**src/rtl/cfg_chain_loader.sv**
```systemverilog
// Serialises host words MSB-first into the LEI/LE configuration chain, one bit per enabled cycle.
// Optional CRC-8 readback/recirculation is compiled in with `define CFG_LOADER_READBACK_EN.
module cfg_chain_loader #(
    parameter int unsigned CHAIN_LEN = 48,
    parameter int unsigned WORD_W    = 8
) (
    input  logic              clk,
    input  logic              nrst,
    input  logic              start,
    input  logic              abort,
    input  logic              s_valid,
    output logic              s_ready,
    input  logic [WORD_W-1:0] s_data,
    output logic              cfg_en,
    output logic              cfg_data_out,
    input  logic              cfg_data_in,
    output logic              busy,
    output logic              done,
    output logic              error
);

    localparam int unsigned NWORDS = CHAIN_LEN / WORD_W;
    localparam int unsigned BIT_W  = $clog2(WORD_W + 1);
    localparam int unsigned WCNT_W = $clog2(NWORDS + 1);

    localparam logic [BIT_W-1:0]  BIT_ONE   = BIT_W'(1);
    localparam logic [BIT_W-1:0]  BIT_LAST  = BIT_W'(WORD_W);
    localparam logic [WCNT_W-1:0] WORD_ONE  = WCNT_W'(1);
    localparam logic [WCNT_W-1:0] WORD_LAST = WCNT_W'(NWORDS - 1);

`ifdef CFG_LOADER_READBACK_EN
    localparam int unsigned       CRC_W    = 8;
    localparam logic [CRC_W-1:0]  CRC_POLY = 8'h07;
    localparam logic [CRC_W-1:0]  CRC_INIT = 8'hFF;
    localparam logic [BIT_W-1:0]  VBIT_LAST = BIT_W'(WORD_W - 1);

    typedef enum logic [1:0] {
        S_IDLE   = 2'd0,
        S_LOAD   = 2'd1,
        S_VERIFY = 2'd2
    } state_t;

    // Serial CRC-8, poly 0x07, MSB-first, no reflection.
    function automatic logic [CRC_W-1:0] crc8_step(input logic [CRC_W-1:0] c, input logic b);
        return {c[CRC_W-2:0], 1'b0} ^ ((c[CRC_W-1] ^ b) ? CRC_POLY : '0);
    endfunction
`else
    typedef enum logic {
        S_IDLE = 1'b0,
        S_LOAD = 1'b1
    } state_t;
`endif

    state_t              state_q, state_d;
    logic                s_ready_q, s_ready_d;
    logic                cfg_en_q, cfg_en_d;
    logic                busy_q, busy_d;
    logic                done_q, done_d;
    logic [WORD_W-1:0]   word_buf_q, word_buf_d;
    logic [BIT_W-1:0]    bit_cnt_q, bit_cnt_d;
    logic [WCNT_W-1:0]   word_cnt_q, word_cnt_d;
`ifdef CFG_LOADER_READBACK_EN
    logic                error_q, error_d;
    logic [CRC_W-1:0]    crc_ld_q, crc_ld_d;
    logic [CRC_W-1:0]    crc_rb_q, crc_rb_d;
`endif

    // Next-state and next-output logic.
    always_comb begin
        state_d    = state_q;
        s_ready_d  = s_ready_q;
        cfg_en_d   = cfg_en_q;
        busy_d     = busy_q;
        done_d     = 1'b0;
        word_buf_d = word_buf_q;
        bit_cnt_d  = bit_cnt_q;
        word_cnt_d = word_cnt_q;
`ifdef CFG_LOADER_READBACK_EN
        error_d    = error_q;
        crc_ld_d   = crc_ld_q;
        crc_rb_d   = crc_rb_q;
`endif

        if (state_q != S_IDLE && abort) begin
            state_d    = S_IDLE;
            s_ready_d  = 1'b0;
            cfg_en_d   = 1'b0;
            busy_d     = 1'b0;
            word_buf_d = '0;
            bit_cnt_d  = '0;
            word_cnt_d = '0;
        end else begin
            case (state_q)
                S_IDLE: begin
                    if (start && !abort) begin
                        state_d    = S_LOAD;
                        s_ready_d  = 1'b1;
                        busy_d     = 1'b1;
                        word_buf_d = '0;
                        bit_cnt_d  = '0;
                        word_cnt_d = '0;
`ifdef CFG_LOADER_READBACK_EN
                        error_d    = 1'b0;
                        crc_ld_d   = CRC_INIT;
                        crc_rb_d   = CRC_INIT;
`endif
                    end
                end

                S_LOAD: begin
                    if (bit_cnt_q == '0) begin
                        if (s_valid && s_ready_q) begin
                            word_buf_d = s_data;
                            bit_cnt_d  = BIT_ONE;
                            cfg_en_d   = 1'b1;
                            s_ready_d  = 1'b0;
                        end
                    end else begin
                        // Buffer MSB is on cfg_data_out this cycle; advance to the next bit.
                        word_buf_d = {word_buf_q[WORD_W-2:0], 1'b0};
`ifdef CFG_LOADER_READBACK_EN
                        crc_ld_d   = crc8_step(crc_ld_q, word_buf_q[WORD_W-1]);
`endif
                        if (bit_cnt_q == BIT_LAST) begin
                            bit_cnt_d  = '0;
                            word_cnt_d = word_cnt_q + WORD_ONE;
                            cfg_en_d   = 1'b0;
                            if (word_cnt_q == WORD_LAST) begin
`ifdef CFG_LOADER_READBACK_EN
                                state_d    = S_VERIFY;
                                cfg_en_d   = 1'b1;
                                word_cnt_d = '0;
`else
                                state_d    = S_IDLE;
                                busy_d     = 1'b0;
                                done_d     = 1'b1;
`endif
                            end else begin
                                s_ready_d = 1'b1;
                            end
                        end else begin
                            bit_cnt_d = bit_cnt_q + BIT_ONE;
                        end
                    end
                end

`ifdef CFG_LOADER_READBACK_EN
                S_VERIFY: begin
                    // Tail bit is fed straight back to the head, so one full pass restores the chain.
                    crc_rb_d = crc8_step(crc_rb_q, cfg_data_in);
                    if (bit_cnt_q == VBIT_LAST) begin
                        bit_cnt_d = '0;
                        if (word_cnt_q == WORD_LAST) begin
                            state_d    = S_IDLE;
                            cfg_en_d   = 1'b0;
                            busy_d     = 1'b0;
                            word_cnt_d = '0;
                            if (crc_rb_d == crc_ld_q) begin
                                done_d = 1'b1;
                            end else begin
                                error_d = 1'b1;
                            end
                        end else begin
                            word_cnt_d = word_cnt_q + WORD_ONE;
                        end
                    end else begin
                        bit_cnt_d = bit_cnt_q + BIT_ONE;
                    end
                end
`endif

                default: begin
                    state_d    = S_IDLE;
                    s_ready_d  = 1'b0;
                    cfg_en_d   = 1'b0;
                    busy_d     = 1'b0;
                    word_buf_d = '0;
                    bit_cnt_d  = '0;
                    word_cnt_d = '0;
                end
            endcase
        end
    end

    // State and registered outputs.
    always_ff @(posedge clk or negedge nrst) begin
        if (!nrst) begin
            state_q    <= S_IDLE;
            s_ready_q  <= 1'b0;
            cfg_en_q   <= 1'b0;
            busy_q     <= 1'b0;
            done_q     <= 1'b0;
            word_buf_q <= '0;
            bit_cnt_q  <= '0;
            word_cnt_q <= '0;
`ifdef CFG_LOADER_READBACK_EN
            error_q    <= 1'b0;
            crc_ld_q   <= '0;
            crc_rb_q   <= '0;
`endif
        end else begin
            state_q    <= state_d;
            s_ready_q  <= s_ready_d;
            cfg_en_q   <= cfg_en_d;
            busy_q     <= busy_d;
            done_q     <= done_d;
            word_buf_q <= word_buf_d;
            bit_cnt_q  <= bit_cnt_d;
            word_cnt_q <= word_cnt_d;
`ifdef CFG_LOADER_READBACK_EN
            error_q    <= error_d;
            crc_ld_q   <= crc_ld_d;
            crc_rb_q   <= crc_rb_d;
`endif
        end
    end

    assign s_ready = s_ready_q;
    assign cfg_en  = cfg_en_q;
    assign busy    = busy_q;
    assign done    = done_q;

`ifdef CFG_LOADER_READBACK_EN
    assign cfg_data_out = (state_q == S_VERIFY) ? cfg_data_in : word_buf_q[WORD_W-1];
    assign error        = error_q;
`else
    logic unused_cfg_data_in;
    assign unused_cfg_data_in = cfg_data_in;
    assign cfg_data_out       = word_buf_q[WORD_W-1];
    assign error              = 1'b0;
`endif

endmodule

```
**config.mk**
```make
export PLATFORM = sky130hd
export DESIGN_NAME = cfg_chain_loader
export DESIGN_NICKNAME = d
export VERILOG_FILES = /design/src/rtl/cfg_chain_loader.sv
export SDC_FILE = /design/constraint.sdc
export NUM_CORES = 1
export LEC_CHECK = 0
export BUFFER_PORTS_ARGS = -buffer_cell sky130_fd_sc_hd__buf_2
export CELL_PAD_IN_SITES_DETAIL_PLACEMENT = 0
export CELL_PAD_IN_SITES_GLOBAL_PLACEMENT = 1
export CORE_ASPECT_RATIO = 0.5
export CORE_UTILIZATION = 46
export CTS_CLUSTER_SIZE = 16
export DETAILED_ROUTE_END_ITERATION = 7
export PLACE_DENSITY_LB_ADDON = 0.1
export SYNTH_ARGS = -nofsm -noshare
export SYNTH_HDL_FRONTEND = slang
export SYNTH_SLANG_ARGS = --single-unit
```
**constraint.sdc**
```tcl
create_clock -name clk -period 2.5 [get_ports clk]
set_clock_uncertainty 0.05 [all_clocks]
set_input_delay 0.5 -clock clk [delete_from_list [all_inputs] [get_ports clk]]
set_output_delay 0.5 -clock clk [all_outputs]
set_load 0.02 [all_outputs]
```
Word level (Yosys, flattened, before mapping):

Cells that the tools add are included.

* register bits after elaboration: 20
* input port bits: 14
* logic and storage cells: 77
* output and inout bits: 6

* add/sub/neg operators: 2
* equal/unequal tests: 10
* muxes and demuxes: 44
* reduce and logical (&&, ||, !) cells: 12
* bitwise operators: 1

Operators by type and width (number)
* $mux 8: 4
* $mux 1: 25
* $mux 4: 5
* $pmux 8 s2: 1
* $mux 3: 4
* $pmux 4 s2: 1
* $reduce_and 4->1: 2
* $ne 3x1->1 const B: 2
* $ne 3x3->1 const B: 2
* $pmux 1 s2: 3
* $pmux 3 s2: 1
* $reduce_and 3->1: 2
* $add 4x1->4 const B: 1
* $eq 4x4->1 const B: 1
* $logic_not 4->1: 1
* $ne 4x1->1 const B: 1
* $ne 4x3->1 const B: 1
* $ne 4x4->1 const B: 1
* $add 3x1->3 const B: 1
* $eq 3x3->1 const B: 1
* $logic_and 1x1->1: 3
* $ne 3x2->1 const B: 1
* $reduce_bool 3->1: 1
* $reduce_and 2->1: 1
* 3 further kinds: 3

Logic depth before layout (Yosys ltp):

Gate-level depths: netlist of run 1.

* word-level depth: 6
* depth in mapped cells: 6

Least setup slack after synthesis of run 1:

Ideal clock, no wire load.

* kind: input to register
* from: in abort
* to: reg bit_cnt_q[1]
* stages: 4
* slack: 915 ps
* data required time: 2372 ps
* arrival: 1457 ps
* path through: buf_6 > or3b_4 > o32ai_4 > o2bb2ai_1

* cells in the longest elaborated chain, start to end: 4
* elaborated cells between the ends (all ways): 7

Ends and longest elaborated chain
* start, declared: line 10 `input logic abort,`
* $logic_not 1->1: line 95 `if (start && !abort) begin`
* $logic_and 1x1->1: line 95
* $ne 3x3->1 (no line)
* $reduce_and 2->1 (no line)
* end signal, assigned: line 208 `bit_cnt_q <= bit_cnt_d;`
* end, declared: line 60 `logic [BIT_W-1:0] bit_cnt_q, bit_cnt_d;`

Several ways; a longest one is shown, not always the timed one.
A chain may end at the register's enable or synchronous reset.

Worst setup path in the final report of run 1:

* from: reg bit_cnt_q[0]
* to: reg word_buf_q[4]

* cells in the longest elaborated chain, start to end: 4
* elaborated cells between the ends (all ways): 6

Ends and longest elaborated chain
* $logic_not 4->1 (*): line 111 `if (bit_cnt_q == '0) begin`
* $mux 8: line 111
* $pmux 8 s2: line 93 `case (state_q)`
* $mux 8: line 84 `if (state_q != S_IDLE && abort) begin`
* end signal, assigned: line 207 `word_buf_q <= word_buf_d;`
* end, declared: line 59 `logic [WORD_W-1:0] word_buf_q, word_buf_d;`

Mark *: on every way between the ends. The rest lies on a longest branch, timed or not.

==> summary.md, run 1 <==
| Metric | Value |
|---|---|
| Synth-to-layout area growth | 11.3% |
| Overall fraction of global-route tracks in use | 19.1% |
| Net count reported at finish | 147 |
| Die area | 2820 um2 |
| Initial antenna violation count | 0 |
| FF+latch count, synth | 20 |
| Standard cell core area | 2330 um2 |
| Share of the yosys chip area belonging to registers | 41.9% |
| Xor/xnor share of the synthesized area | 0.733% |
| Pre-Repair DR Iteration Count | 4 |
| Multiplexer share of the synthesized area | 6.81% |
| Final Wtd Congestion | 0.774 |
| Detailed Route Iter0 Violations | 38 |
| Gate count after technology mapping | 112 |
| Final critical delay including setup and external delays | 1.89 ns |
| Netlist area before placement | 1190 um2 |
| Compound-Gate Fraction of Synth Area | 25.2% |
| Final number of max-transition violations | 0 |
| Mapped Avg Cell Area | 10.7 um2 |
| Starting utilization of the core area | 51.3% |
| Power density over cell area | 670 nW/um2 |
| Vertical die dimension | 38.0 um |
| Post-DP HPWL | 1.67 mm |
| Net count after synthesis | 131 |
| Number of different library cells in the post-synthesis netlist | 43 |
| Critical path class | reg2reg |
| Number of warnings issued by yosys | 0 |
| Setup WS pre-CTS | 0.608 ns |
| Total grt overflow | 0 |
| Setup repair after global routing missed its margin | no |
| Minimum setup slack in the final design | 0.611 ns |
| Data arrival time of the critical path | 2.02 ns |
| Cell Rows | 12 |
| Fillers | 224 |
| Buffer depth of the longest clock path | 2 |
| Min Hold Slack | 0.139 ns |
| Timing-limited maximum frequency | 0.529 GHz |
| First-pass GRT wire length | 3.83 mm |
| Largest fanout on the critical path | 9 |
| MaxCap Viol Count | 0 |
| Worst min-delay path class | in2async |
| Cts-stage hold buffer count | 0 |
| Max H-tree Level | 1 |
| Clock root buffer master | sky130_fd_sc_hd__clkbuf_8 |
| Via density per instance | 5.66 |
| Outcome | finished clean |
| Hold Violations, Final | 0 |
| Worst max-slew margin expressed relative to the limit | 61.9% |
| Residual DRC | 0 |
| Setup TNS after final layout | 0 ns |
| Pin count of the biggest net entering global routing | 21 |
| Number of placed I/O pins | 20 |
| CP endpoint kind | flop |
| Clock latency on the worst-skew pair | 0.25 ns |
| Part of the cycle the worst path needs | 75.6% |
| Post-Synth Simple-Gate Area | 14.0% |
| Post-CTS setup buffer count | 0 |
| Finish-stage setup viols | 0 |
| Worst Setup Start Kind | flop |
| Clock sink total | 20 |
| Multi-input gate area | 626 um2 |
| Post-cts resize count | 0 |
| Average detailed-routed wire length per instance | 14.2 um |
| Clock buffers created by TritonCTS | 3 |
| Post-synthesis adder-cell area fraction | 5.24% |
| Top library cells by usage in the layout, fill and taps aside | 20 x sky130_fd_sc_hd__dfrtp_1, 17 x sky130_fd_sc_hd__buf_2, 10 x sky130_fd_sc_hd__o2bb2ai_1, 7 x sky130_fd_sc_hd__inv_1, 7 x sky130_fd_sc_hd__mux2i_1 |
| Worst path required time | 2.63 ns |
| Via count | 912 |
| Dominant combinational cell family by area after synthesis | compound AO/OA/AOI/OAI gates |
| Clk pin slew, worst setup/hold paths | 0.07 ns |
| Max rail drop VDD | 0.304 mV |
| Chip Width | 74.1 um |
| Number of antenna diodes | 0 |
| Commonest non-fill, non-tap cell in the layout | sky130_fd_sc_hd__dfrtp_1 |
| Count of nets left with antenna violations after detail routing | 0 |
| Worst Tran Pin Value | 0.571 ns |
| Number of global-route vias before repair | 838 |
| Sequential cell area in the final layout | 500 um2 |
| Reported leakage power | 0.615 nW |
| TritonCTS clock tree | yes |
| Wirelength, routed | 2.28 mm |
| Count of buffers from port buffering | 17 |
| Fraction of layout cells with a size suffix above 1 | 20.6% |
cells by family after synthesis:
kind of cell,count (synthesis)
compound gates,35
xor+xnor,1
fa+ha+maj,5
buf+inv,14
flops,20
mux,8
other cells,1
simple gates,28
sequential cells by signal, summed over array words and instances, names as in the netlist:
name / cells
word_buf_q: 8
bit_cnt_q: 4
word_cnt_q: 3
busy: 1
cfg_en: 1
done: 1
s_ready: 1
state_q: 1
critical path, cell delays in order (launching register included):
cell and delay (ns):
sky130_fd_sc_hd__dfrtp_1 0.41, sky130_fd_sc_hd__inv_1 0.12, sky130_fd_sc_hd__ha_1 0.27, sky130_fd_sc_hd__nand2b_1 0.26, sky130_fd_sc_hd__o32ai_4 0.53, sky130_fd_sc_hd__o2bb2ai_1 0.17
final timing paths:
check                         startpoint       endpoint  slack [ns]  cells after the start
max                         bit_cnt_q[0]  word_buf_q[4]        0.61                      5
min                                 nrst           busy        0.14                      1
max reg2reg                 bit_cnt_q[0]  word_buf_q[4]        0.61                      5
min reg2reg                word_buf_q[0]  word_buf_q[0]        0.44                      1
max in group asynchronous           nrst  word_buf_q[0]        1.94                      1
min in group clk               s_data[0]  word_buf_q[0]        0.43                      3
where the power goes:
group / internal, mW / leakage [nW] / switching [mW] / total, mW
Combinational: 0.126 / 0.325 / 0.165 / 0.291
Clock: 0.107 / 0.0216 / 0.0983 / 0.205
Sequential: 0.363 / 0.268 / 0.0315 / 0.394
through the flow:
| stage | cells | utilization, % | power, mW | instance area [um2] |
|---|---|---|---|---|
| 5_1_grt | 161 | 57.2 | 0.953 | 1330 |
| 2_1_floorplan | 112 | - | 0.625 | 1190 |
| 4_1_cts | 161 | 57.2 | 0.906 | 1330 |
| 3_3_place_gp | 158 | 55.4 | 0.693 | 1290 |
| 6_report | 161 | 57.2 | 0.891 | 1330 |
| 3_5_place_dp | 158 | 55.4 | 0.694 | 1290 |
synthesized netlist by cell type:
library cell | instances | area, um2
sky130_fd_sc_hd__dfrtp_1 | 20 | 500
sky130_fd_sc_hd__o2bb2ai_1 | 10 | 87.6
sky130_fd_sc_hd__inv_1 | 7 | 26.3
sky130_fd_sc_hd__mux2i_1 | 7 | 70.1
sky130_fd_sc_hd__nand2_1 | 6 | 22.5
sky130_fd_sc_hd__ha_1 | 5 | 62.6
sky130_fd_sc_hd__nor2b_1 | 5 | 31.3
sky130_fd_sc_hd__a31oi_1 | 4 | 25.0
sky130_fd_sc_hd__nand2b_1 | 4 | 25.0
sky130_fd_sc_hd__buf_2 | 3 | 15.0
sky130_fd_sc_hd__nor2_1 | 3 | 11.3
sky130_fd_sc_hd__o21ai_0 | 3 | 15.0
sky130_fd_sc_hd__a21o_1 | 2 | 15.0
sky130_fd_sc_hd__a21oi_1 | 2 | 10.0
sky130_fd_sc_hd__o21bai_1 | 2 | 15.0
sky130_fd_sc_hd__o221ai_1 | 2 | 17.5
sky130_fd_sc_hd__a221oi_1 | 1 | 8.76
sky130_fd_sc_hd__and2_1 | 1 | 6.26
sky130_fd_sc_hd__and3b_1 | 1 | 8.76
sky130_fd_sc_hd__buf_4 | 1 | 7.51
sky130_fd_sc_hd__buf_6 | 1 | 11.3
sky130_fd_sc_hd__clkbuf_1 | 1 | 3.75
sky130_fd_sc_hd__clkbuf_2 | 1 | 5.00
sky130_fd_sc_hd__conb_1 | 1 | 3.75
sky130_fd_sc_hd__mux2_2 | 1 | 11.3
sky130_fd_sc_hd__nand3_1 | 1 | 5.00
sky130_fd_sc_hd__nand4_1 | 1 | 6.26
sky130_fd_sc_hd__nand4bb_1 | 1 | 11.3
sky130_fd_sc_hd__nor3b_1 | 1 | 7.51
sky130_fd_sc_hd__nor4b_1 | 1 | 8.76
sky130_fd_sc_hd__o211ai_1 | 1 | 7.51
sky130_fd_sc_hd__o22ai_1 | 1 | 6.26
sky130_fd_sc_hd__o311a_1 | 1 | 10.0
sky130_fd_sc_hd__o311ai_0 | 1 | 8.76
sky130_fd_sc_hd__o31ai_1 | 1 | 7.51
sky130_fd_sc_hd__o31ai_4 | 1 | 21.3
sky130_fd_sc_hd__o32a_1 | 1 | 10.0
sky130_fd_sc_hd__o32ai_1 | 1 | 8.76
sky130_fd_sc_hd__o32ai_4 | 1 | 27.5
sky130_fd_sc_hd__or2_2 | 1 | 6.26
sky130_fd_sc_hd__or3_1 | 1 | 6.26
sky130_fd_sc_hd__or3b_4 | 1 | 11.3
sky130_fd_sc_hd__xnor2_1 | 1 | 8.76
metal layers:
metal / vias to the layer above / GRT usage (%) / part of all wire [%]
met2: 28 / 29.1 / 42
met4: 0 / 2.88 / 0.31
met1: 438 / 26.8 / 52
met5: - / 0 / 0
li1: 444 / - / -
met3: 2 / 6.32 / 5.6
final cells by class:
class,instances,area share (%)
Sequential cell,20,37.6
Tap cell,35,3.29
Timing Repair Buffer,18,6.96
Clock buffer,3,3.10
Inverter,7,1.98
Multi-Input combinational cell,78,47.0
(Power assumes the default switching activity.)
==> run 2, diff against run 1 <==
- ABC_AREA: unset -> 1
- CORE_UTILIZATION: 46 -> 39
- clock period: 2.5 -> 1.95 ns (I/O delays scaled with it)
==> summary.md, run 2 <==
| Metric | Value |
|---|---|
| Number of global-route vias before repair | 925 (was 838) |
| Predominant post-synthesis flop cell | sky130_fd_sc_hd__dfrtp_1 (unchanged) |
| Placement-stage cell area | 1320 um2 (was 1290 um2) |
| Slowest stage cell, crit path | sky130_fd_sc_hd__dfrtp_1 (was sky130_fd_sc_hd__o32ai_4) |
| First-pass GRT wire length | 4.33 mm (was 3.83 mm) |
| Detailed Route Iter0 Violations | 25 (was 38) |
| Vertical die dimension | 41.3 um (was 38.0 um) |
| Flop pwr share | 33.1% (was 44.3%) |
| Highest layer used for signal routing | met4 (unchanged) |
| Setup repair after global routing missed its margin | no (unchanged) |
| Routed length on met2 | 1.10 mm (was 964 um) |
| Top Family by Delay on Critical Path | flip-flops (was compound AO/OA/AOI/OAI gates) |
| Metal-1 WL | 1.37 mm (was 1.18 mm) |
| Buffer depth of the longest clock path | 2 (unchanged) |
| Timing-limited maximum frequency | 0.606 GHz (was 0.529 GHz) |
| Via density per instance | 4.69 (was 5.66) |
| Reported leakage power | 0.820 nW (was 0.615 nW) |
| Final critical delay including setup and external delays | 1.65 ns (was 1.89 ns) |
| Cell Rows | 13 (was 12) |
| Post-cts resize count | 0 (unchanged) |
| EDFF count, synth | 0 (unchanged) |
| Sequential cell area in the final layout | 500 um2 (unchanged) |
| Number of antenna diodes | 0 (unchanged) |
| Part of the cycle the worst path needs | 84.7% (was 75.6%) |
| TritonCTS clock tree | yes (unchanged) |
| Clock group share of total power | 22.7% (was 23.1%) |
| CP bufs+invs | 2 (was 1) |
| Cell with the most instances after synthesis | sky130_fd_sc_hd__nand2_1 (was sky130_fd_sc_hd__dfrtp_1) |
| Fraction of layout cells with a size suffix above 1 | 17.9% (was 20.6%) |
| Max incr delay on CP | 0.43 ns (was 0.53 ns) |
| Standard cell core area | 2750 um2 (was 2330 um2) |
| Fillers | 303 (was 224) |
| Via count | 1037 (was 912) |
| Worst Setup Start Kind | flop (unchanged) |
| Clock sink total | 20 (unchanged) |
| Initial antenna violation count | 0 (unchanged) |
| Final Wtd Congestion | 0.773 (was 0.774) |
| Met3 Wirelength | 111 um (was 128 um) |
| End-of-flow core utilization | 50.5% (was 57.2%) |
| Pin count of the biggest net entering global routing | 21 (unchanged) |
| Combinational cell fraction of total power | 44.2% (was 32.7%) |
| FF+latch count, synth | 20 (unchanged) |
| Residual DRC | 0 (unchanged) |
| Average detailed-routed wire length per instance | 11.7 um (was 14.2 um) |
| Net count reported at finish | 204 (was 147) |
| Portion of synthesized cell area occupied by the leading cell type | 41.6% (was 41.9%) |
| Max rail drop VDD | 0.539 mV (was 0.304 mV) |
| Largest fanout on the critical path | 7 (was 9) |
| Largest reg by FF count | word_buf_q (unchanged) |
| Count of nets left with antenna violations after detail routing | 0 (unchanged) |
| CP endpoint kind | flop (unchanged) |
| Setup TNS after final layout | 0 ns (unchanged) |
| Worst min-delay path class | in2async (unchanged) |
| Cells traversed along the worst timing path | inv_1 > ha_1 > inv_1 > nor2_1 > nor2_1 > a21oi_4 > nand2_1 > nand2_1 > nand2_1 (was inv_1 > ha_1 > nand2b_1 > o32ai_4 > o2bb2ai_1) |
| Overall fraction of global-route tracks in use | 18.4% (was 19.1%) |
| Power density over cell area | 1340 nW/um2 (was 670 nW/um2) |
| Net switching component of the power | 772 uW (was 295 uW) |
| List of most frequent post-synthesis cells | 64 x sky130_fd_sc_hd__nand2_1, 20 x sky130_fd_sc_hd__dfrtp_1, 17 x sky130_fd_sc_hd__inv_1, 17 x sky130_fd_sc_hd__nand3_1, 11 x sky130_fd_sc_hd__nor2_1 (was 20 x sky130_fd_sc_hd__dfrtp_1, 10 x sky130_fd_sc_hd__o2bb2ai_1, 7 x sky130_fd_sc_hd__inv_1, 7 x sky130_fd_sc_hd__mux2i_1, 6 x sky130_fd_sc_hd__nand2_1) |
| Registers with the highest flip-flop counts | word_buf_q x8, bit_cnt_q x4, word_cnt_q x3 (unchanged) |
| Number of placed I/O pins | 20 (unchanged) |
| Wirelength, routed | 2.59 mm (was 2.28 mm) |
| Number of different library cells in the post-synthesis netlist | 23 (was 43) |
| Number of warnings issued by yosys | 0 (unchanged) |
| Clk pin slew, worst setup/hold paths | 0.08 ns (was 0.07 ns) |
| Pre-Repair DR Iteration Count | 4 (unchanged) |
| Max H-tree Level | 1 (unchanged) |
| Finish-stage setup viols | 0 (unchanged) |
| Synth-to-layout area growth | 15.5% (was 11.3%) |
| Int Power | 1.08 mW (was 596 uW) |
| CP most frequent cell | sky130_fd_sc_hd__nand2_1 |
| Final number of max-transition violations | 0 (unchanged) |
| Outcome | finished clean (unchanged) |
| Commonest non-fill, non-tap cell in the layout | sky130_fd_sc_hd__nand2_1 (was sky130_fd_sc_hd__dfrtp_1) |
| Clock root buffer master | sky130_fd_sc_hd__clkbuf_8 (unchanged) |
| MaxCap Viol Count | 0 (unchanged) |
| Netlist area before placement | 1200 um2 (was 1190 um2) |
| Critical path class | reg2reg (unchanged) |
| Post-CTS setup buffer count | 0 (unchanged) |
| Worst path required time | 2.06 ns (was 2.63 ns) |
| Net count after synthesis | 184 (was 131) |
| Gate count after technology mapping | 165 (was 112) |
| Share of the yosys chip area belonging to registers | 41.6% (was 41.9%) |
| Cts-stage hold buffer count | 0 (unchanged) |
| Multi-input gate area | 596 um2 (was 626 um2) |
| Total grt overflow | 0 (unchanged) |
| Data arrival time of the critical path | 1.76 ns (was 2.02 ns) |
| Cell accounting for the most synthesized area | sky130_fd_sc_hd__dfrtp_1 (unchanged) |
| Clock latency on the worst-skew pair | 0.27 ns (was 0.25 ns) |
| Top library cells by usage in the layout, fill and taps aside | 64 x sky130_fd_sc_hd__nand2_1, 20 x sky130_fd_sc_hd__dfrtp_1, 17 x sky130_fd_sc_hd__inv_1, 17 x sky130_fd_sc_hd__nand3_1, 17 x sky130_fd_sc_hd__buf_2 (was 20 x sky130_fd_sc_hd__dfrtp_1, 17 x sky130_fd_sc_hd__buf_2, 10 x sky130_fd_sc_hd__o2bb2ai_1, 7 x sky130_fd_sc_hd__inv_1, 7 x sky130_fd_sc_hd__mux2i_1) |
| Flip-flop count of the largest register, all copies and words added | 8 (unchanged) |
| Chip Width | 80.5 um (was 74.1 um) |
| Count of buffers from port buffering | 17 (unchanged) |
| Fraction of power spent switching nets | 41.6% (was 33.1%) |
| Mapped Avg Cell Area | 7.29 um2 (was 10.7 um2) |
| Top cells by area, synth | sky130_fd_sc_hd__dfrtp_1 42%, sky130_fd_sc_hd__nand2_1 20%, sky130_fd_sc_hd__nand3_1 7.1% (was sky130_fd_sc_hd__dfrtp_1 42%, sky130_fd_sc_hd__o2bb2ai_1 7.3%, sky130_fd_sc_hd__mux2i_1 5.9%) |
| Min Hold Slack | 0.0147 ns (was 0.139 ns) |
| Hold Violations, Final | 0 (unchanged) |
| Synth async-reset ratio | 100% (unchanged) |
| Starting utilization of the core area | 43.7% (was 51.3%) |
| Post-route cell area | 1390 um2 (was 1330 um2) |
| Clock buffers created by TritonCTS | 3 (unchanged) |
| Die area | 3320 um2 (was 2820 um2) |
| Post-DP HPWL | 1.86 mm (was 1.67 mm) |
-- run 2: worst register-to-register path: cells and delay by family (launching register included) --
kind | cells | cell delay (ns)
buf+inv | 2 | 0.19
flops | 1 | 0.43
simple gates | 5 | 0.33
fa+ha+maj | 1 | 0.42
compound gates | 1 | 0.12
-- run 2: through the flow --
step,total power [mW],std cells,setup WS [ns]
2_1_floorplan,1.24,165,0.560
5_1_grt,2.04,221,0.102
3_5_place_dp,1.45,217,0.334
3_3_place_gp,1.45,217,0.331
6_report,1.86,221,0.299
4_1_cts,1.88,221,0.299
-- run 2: final cells by class --
class                      count  area share [%]
clock inverter                 1            2.16
tap                           37            3.33
inverter                      20            5.41
sequential                    20            36.0
multi-input combinational    121            42.9
timing repair buffer          19            7.21
clock buffer                   3            2.97
-- run 2: kinds of logic (layout without fill, tap and decap cells) --
family | Yosys count | after routing | synth area share [%]
DFF | 20 | 20 | 41.6
and+or+nand+nor | 101 | 101 | 36.7
other | 1 | 1 | 0.312
adders and majority gates | 5 | 5 | 5.20
AOI/OAI and AO/OA | 13 | 13 | 6.56
buffers and inverters | 24 | 43 | 8.84
xor gates and xnor gates | 1 | 1 | 0.729
-- run 2: worst paths after layout --
path                                    start             to  slack [ns]  cells past startpoint
min in group clk                    s_data[0]  word_buf_q[0]        0.34                      3
worst min register to register  word_buf_q[6]  word_buf_q[6]        0.43                      2
worst max-delay path             bit_cnt_q[0]        s_ready        0.30                      9
worst min-delay path                     nrst  word_buf_q[6]        0.01                      1
max in group asynchronous                nrst        s_ready        1.50                      1
worst max register to register   bit_cnt_q[0]        s_ready        0.30                      9
-- run 2: power by group through the flow --
| stage | sequential, mW | combinational, mW | clock (mW) |
|---|---|---|---|
| final | 0.615 | 0.821 | 0.421 |
| after global routing | 0.634 | 0.955 | 0.452 |
| after CTS | 0.616 | 0.832 | 0.432 |
| after detailed placement | 0.623 | 0.827 | 0 |
| after global placement | 0.620 | 0.825 | 0 |
| after floorplan | 0.634 | 0.606 | 0 |
-- run 2: layer usage --
| layer | global-route usage (%) | vias to the layer above |
|---|---|---|
| met5 | 0 | - |
| met4 | 6.25 | 0 |
| met3 | 5.56 | 2 |
| met2 | 30.3 | 19 |
| met1 | 23.7 | 467 |
| li1 | - | 549 |
==> run 3, diff against run 2 <==
- ABC_AREA: 1 -> 0
- CORE_UTILIZATION: 39 -> 38
- clock period: 1.95 -> 1.5 ns (I/O delays scaled with it)
==> summary.md, run 3 (synthesis results as in run 1) <==
| Metric | Value |
|---|---|
| Largest reg by FF count | word_buf_q (unchanged) |
| Number of placed I/O pins | 20 (unchanged) |
| Clock sink total | 20 (unchanged) |
| Synth-to-layout area growth | 34.8% (was 15.5%) |
| Worst path required time | 1.59 ns (was 2.06 ns) |
| Setup TNS after final layout | -0.0694 ns (was 0 ns) |
| Largest fanout on the critical path | 5 (was 7) |
| Max incr delay on CP | 0.37 ns (was 0.43 ns) |
| Count of nets left with antenna violations after detail routing | 0 (unchanged) |
| Registers with the highest flip-flop counts | word_buf_q x8, bit_cnt_q x4, word_cnt_q x3 (unchanged) |
| Finish-stage setup viols | 4 (was 0) |
| Depth of the worst register-to-register path | 7 (was 9) |
| Final critical delay including setup and external delays | 1.54 ns (was 1.65 ns) |
| Wirelength, routed | 2.66 mm (was 2.59 mm) |
| Setup repair after global routing missed its margin | yes (was no) |
| Post-route cell area | 1610 um2 (was 1390 um2) |
| Part of the cycle the worst path needs | 102% (was 84.7%) |
| Fraction of layout cells with a size suffix above 1 | 40.0% (was 17.9%) |
| Hold Violations, Final | 0 (unchanged) |
| Residual DRC | 0 (unchanged) |
| Initial antenna violation count | 0 (unchanged) |
| Max rail drop VDD | 0.649 mV (was 0.539 mV) |
| Pin count of the biggest net entering global routing | 21 (unchanged) |
| Violated checks | setup timing |
| Minimum setup slack in the final design | -0.0357 ns (was 0.299 ns) |
| Commonest non-fill, non-tap cell in the layout | sky130_fd_sc_hd__dfrtp_1 (was sky130_fd_sc_hd__nand2_1) |
| Min Hold Slack | 0.227 ns (was 0.0147 ns) |
| Final number of max-transition violations | 0 (unchanged) |
| Clock root buffer master | sky130_fd_sc_hd__clkbuf_8 (unchanged) |
| Post-DP HPWL | 1.86 mm (about the same) |
| TritonCTS clock tree | yes (unchanged) |
| Standard cell core area | 2780 um2 (was 2750 um2) |
| Cells traversed along the worst timing path | inv_2 > buf_6 > ha_4 > buf_4 > mux2_2 > a31oi_2 > a221oi_2 (was inv_1 > ha_1 > inv_1 > nor2_1 > nor2_1 > a21oi_4 > nand2_1 > nand2_1 > nand2_1) |
| Clock buffers created by TritonCTS | 3 (unchanged) |
| First-pass GRT wire length | 4.37 mm (was 4.33 mm) |
| Final Wtd Congestion | 0.716 (was 0.773) |
| Worst min-delay path class | in2reg (was in2async) |
| Clock latency on the worst-skew pair | 0.26 ns (was 0.27 ns) |
| Overall fraction of global-route tracks in use | 17.2% (was 18.4%) |
| Via density per instance | 5.24 (was 4.69) |
| Detailed Route Iter0 Violations | 29 (was 25) |
| Outcome | finished with violations (was finished clean) |
| Flip-flop count of the largest register, all copies and words added | 8 (unchanged) |
| Number of global-route vias before repair | 878 (was 925) |
| Chip Width | 81.3 um (was 80.5 um) |
| Critical path class | reg2reg (unchanged) |
| Net count reported at finish | 165 (was 204) |
| Reported leakage power | 0.756 nW (was 0.820 nW) |
| Total grt overflow | 0 (unchanged) |
| Count of buffers from port buffering | 17 (unchanged) |
| Vertical die dimension | 41.7 um (was 41.3 um) |
| Data arrival time of the critical path | 1.62 ns (was 1.76 ns) |
| Slowest stage cell, crit path | sky130_fd_sc_hd__dfrtp_1 (unchanged) |
| Top library cells by usage in the layout, fill and taps aside | 20 x sky130_fd_sc_hd__dfrtp_1, 17 x sky130_fd_sc_hd__buf_2, 13 x sky130_fd_sc_hd__buf_4, 8 x sky130_fd_sc_hd__o2bb2ai_1, 7 x sky130_fd_sc_hd__mux2i_1 (was 64 x sky130_fd_sc_hd__nand2_1, 20 x sky130_fd_sc_hd__dfrtp_1, 17 x sky130_fd_sc_hd__inv_1, 17 x sky130_fd_sc_hd__nand3_1, 17 x sky130_fd_sc_hd__buf_2) |
| Placement-stage cell area | 1450 um2 (was 1320 um2) |
| Final Power | 1.84 mW (was 1.86 mW) |
| Power density over cell area | 1140 nW/um2 (was 1340 nW/um2) |
| Die area | 3390 um2 (was 3320 um2) |
| Hold-critical path depth | 3 |
| Max H-tree Level | 1 (unchanged) |
| Timing-limited maximum frequency | 0.651 GHz (was 0.606 GHz) |
| End-of-flow core utilization | 57.9% (was 50.5%) |
| Via count | 953 (was 1037) |
| Worst Setup Start Kind | flop (unchanged) |
| Setup WS pre-CTS | -0.111 ns (was 0.334 ns) |
| MaxCap Viol Count | 0 (unchanged) |
| Final cell count without fillers | 182 (was 221) |
| # placed instances | 176 (was 217) |
| Clk pin slew, worst setup/hold paths | 0.08 ns (about the same) |
| Starting utilization of the core area | 43.0% (was 43.7%) |
| Average detailed-routed wire length per instance | 14.6 um (was 11.7 um) |
| Buffer depth of the longest clock path | 2 (unchanged) |
| Cell Rows | 13 (unchanged) |
| Number of antenna diodes | 0 (unchanged) |
| Pre-Repair DR Iteration Count | 4 (unchanged) |
| CP endpoint kind | flop (unchanged) |
-- run 3: report_power, final --
group	total (mW)	switching, mW	internal [mW]
Clock	0.429	0.195	0.234
Combinational	0.759	0.371	0.388
Sequential	0.648	0.0436	0.604
Total	1.84	0.609	1.23
-- run 3: final timing paths --
kind / start / to / slack (ns)
setup reg to reg: bit_cnt_q[0] / cfg_en / -0.04
max in group asynchronous: nrst / bit_cnt_q[1] / 0.60
hold / removal: s_data[0] / word_buf_q[0] / 0.23
setup / recovery: bit_cnt_q[0] / cfg_en / -0.04
min in group asynchronous: nrst / word_cnt_q[0] / 0.46
hold reg to reg: word_buf_q[4] / word_buf_q[4] / 0.44
-- run 3: area by class of cell --
type | instances | area [um2]
tap | 37 | 46.3
sequential | 20 | 500
inverter | 7 | 26.3
timing repair buffer | 36 | 267
fill | 258 | 1170
clock buffer | 4 | 55.1
multi-input combinational | 78 | 716
-- run 3: layer usage --
metal  routed length (um)  GRT usage [%]  vias up
met1                 1420           27.6      449
met5                    0              0        -
met3                  154           5.93        0
li1                     -              -      479
met4                    0           1.07        0
met2                 1090           22.5       25
-- run 3: timing repair --
action	4_1_cts	5_1_grt
pin swaps	1	8
setup endpoints to repair	14	14
cloned	0	0
hold buffers	1	0
setup buffers	1	0
hold endpoints to repair	20	0
gates resized for setup	10	10
-- run 3: critical path: cells and delay by family (launching register included) --
kind                       cells  cell delay (ns)
AOI/OAI and AO/OA              2             0.25
DFF                            1             0.37
adders and majority gates      1             0.15
muxes                          1             0.26
buffers and inverters          3             0.33
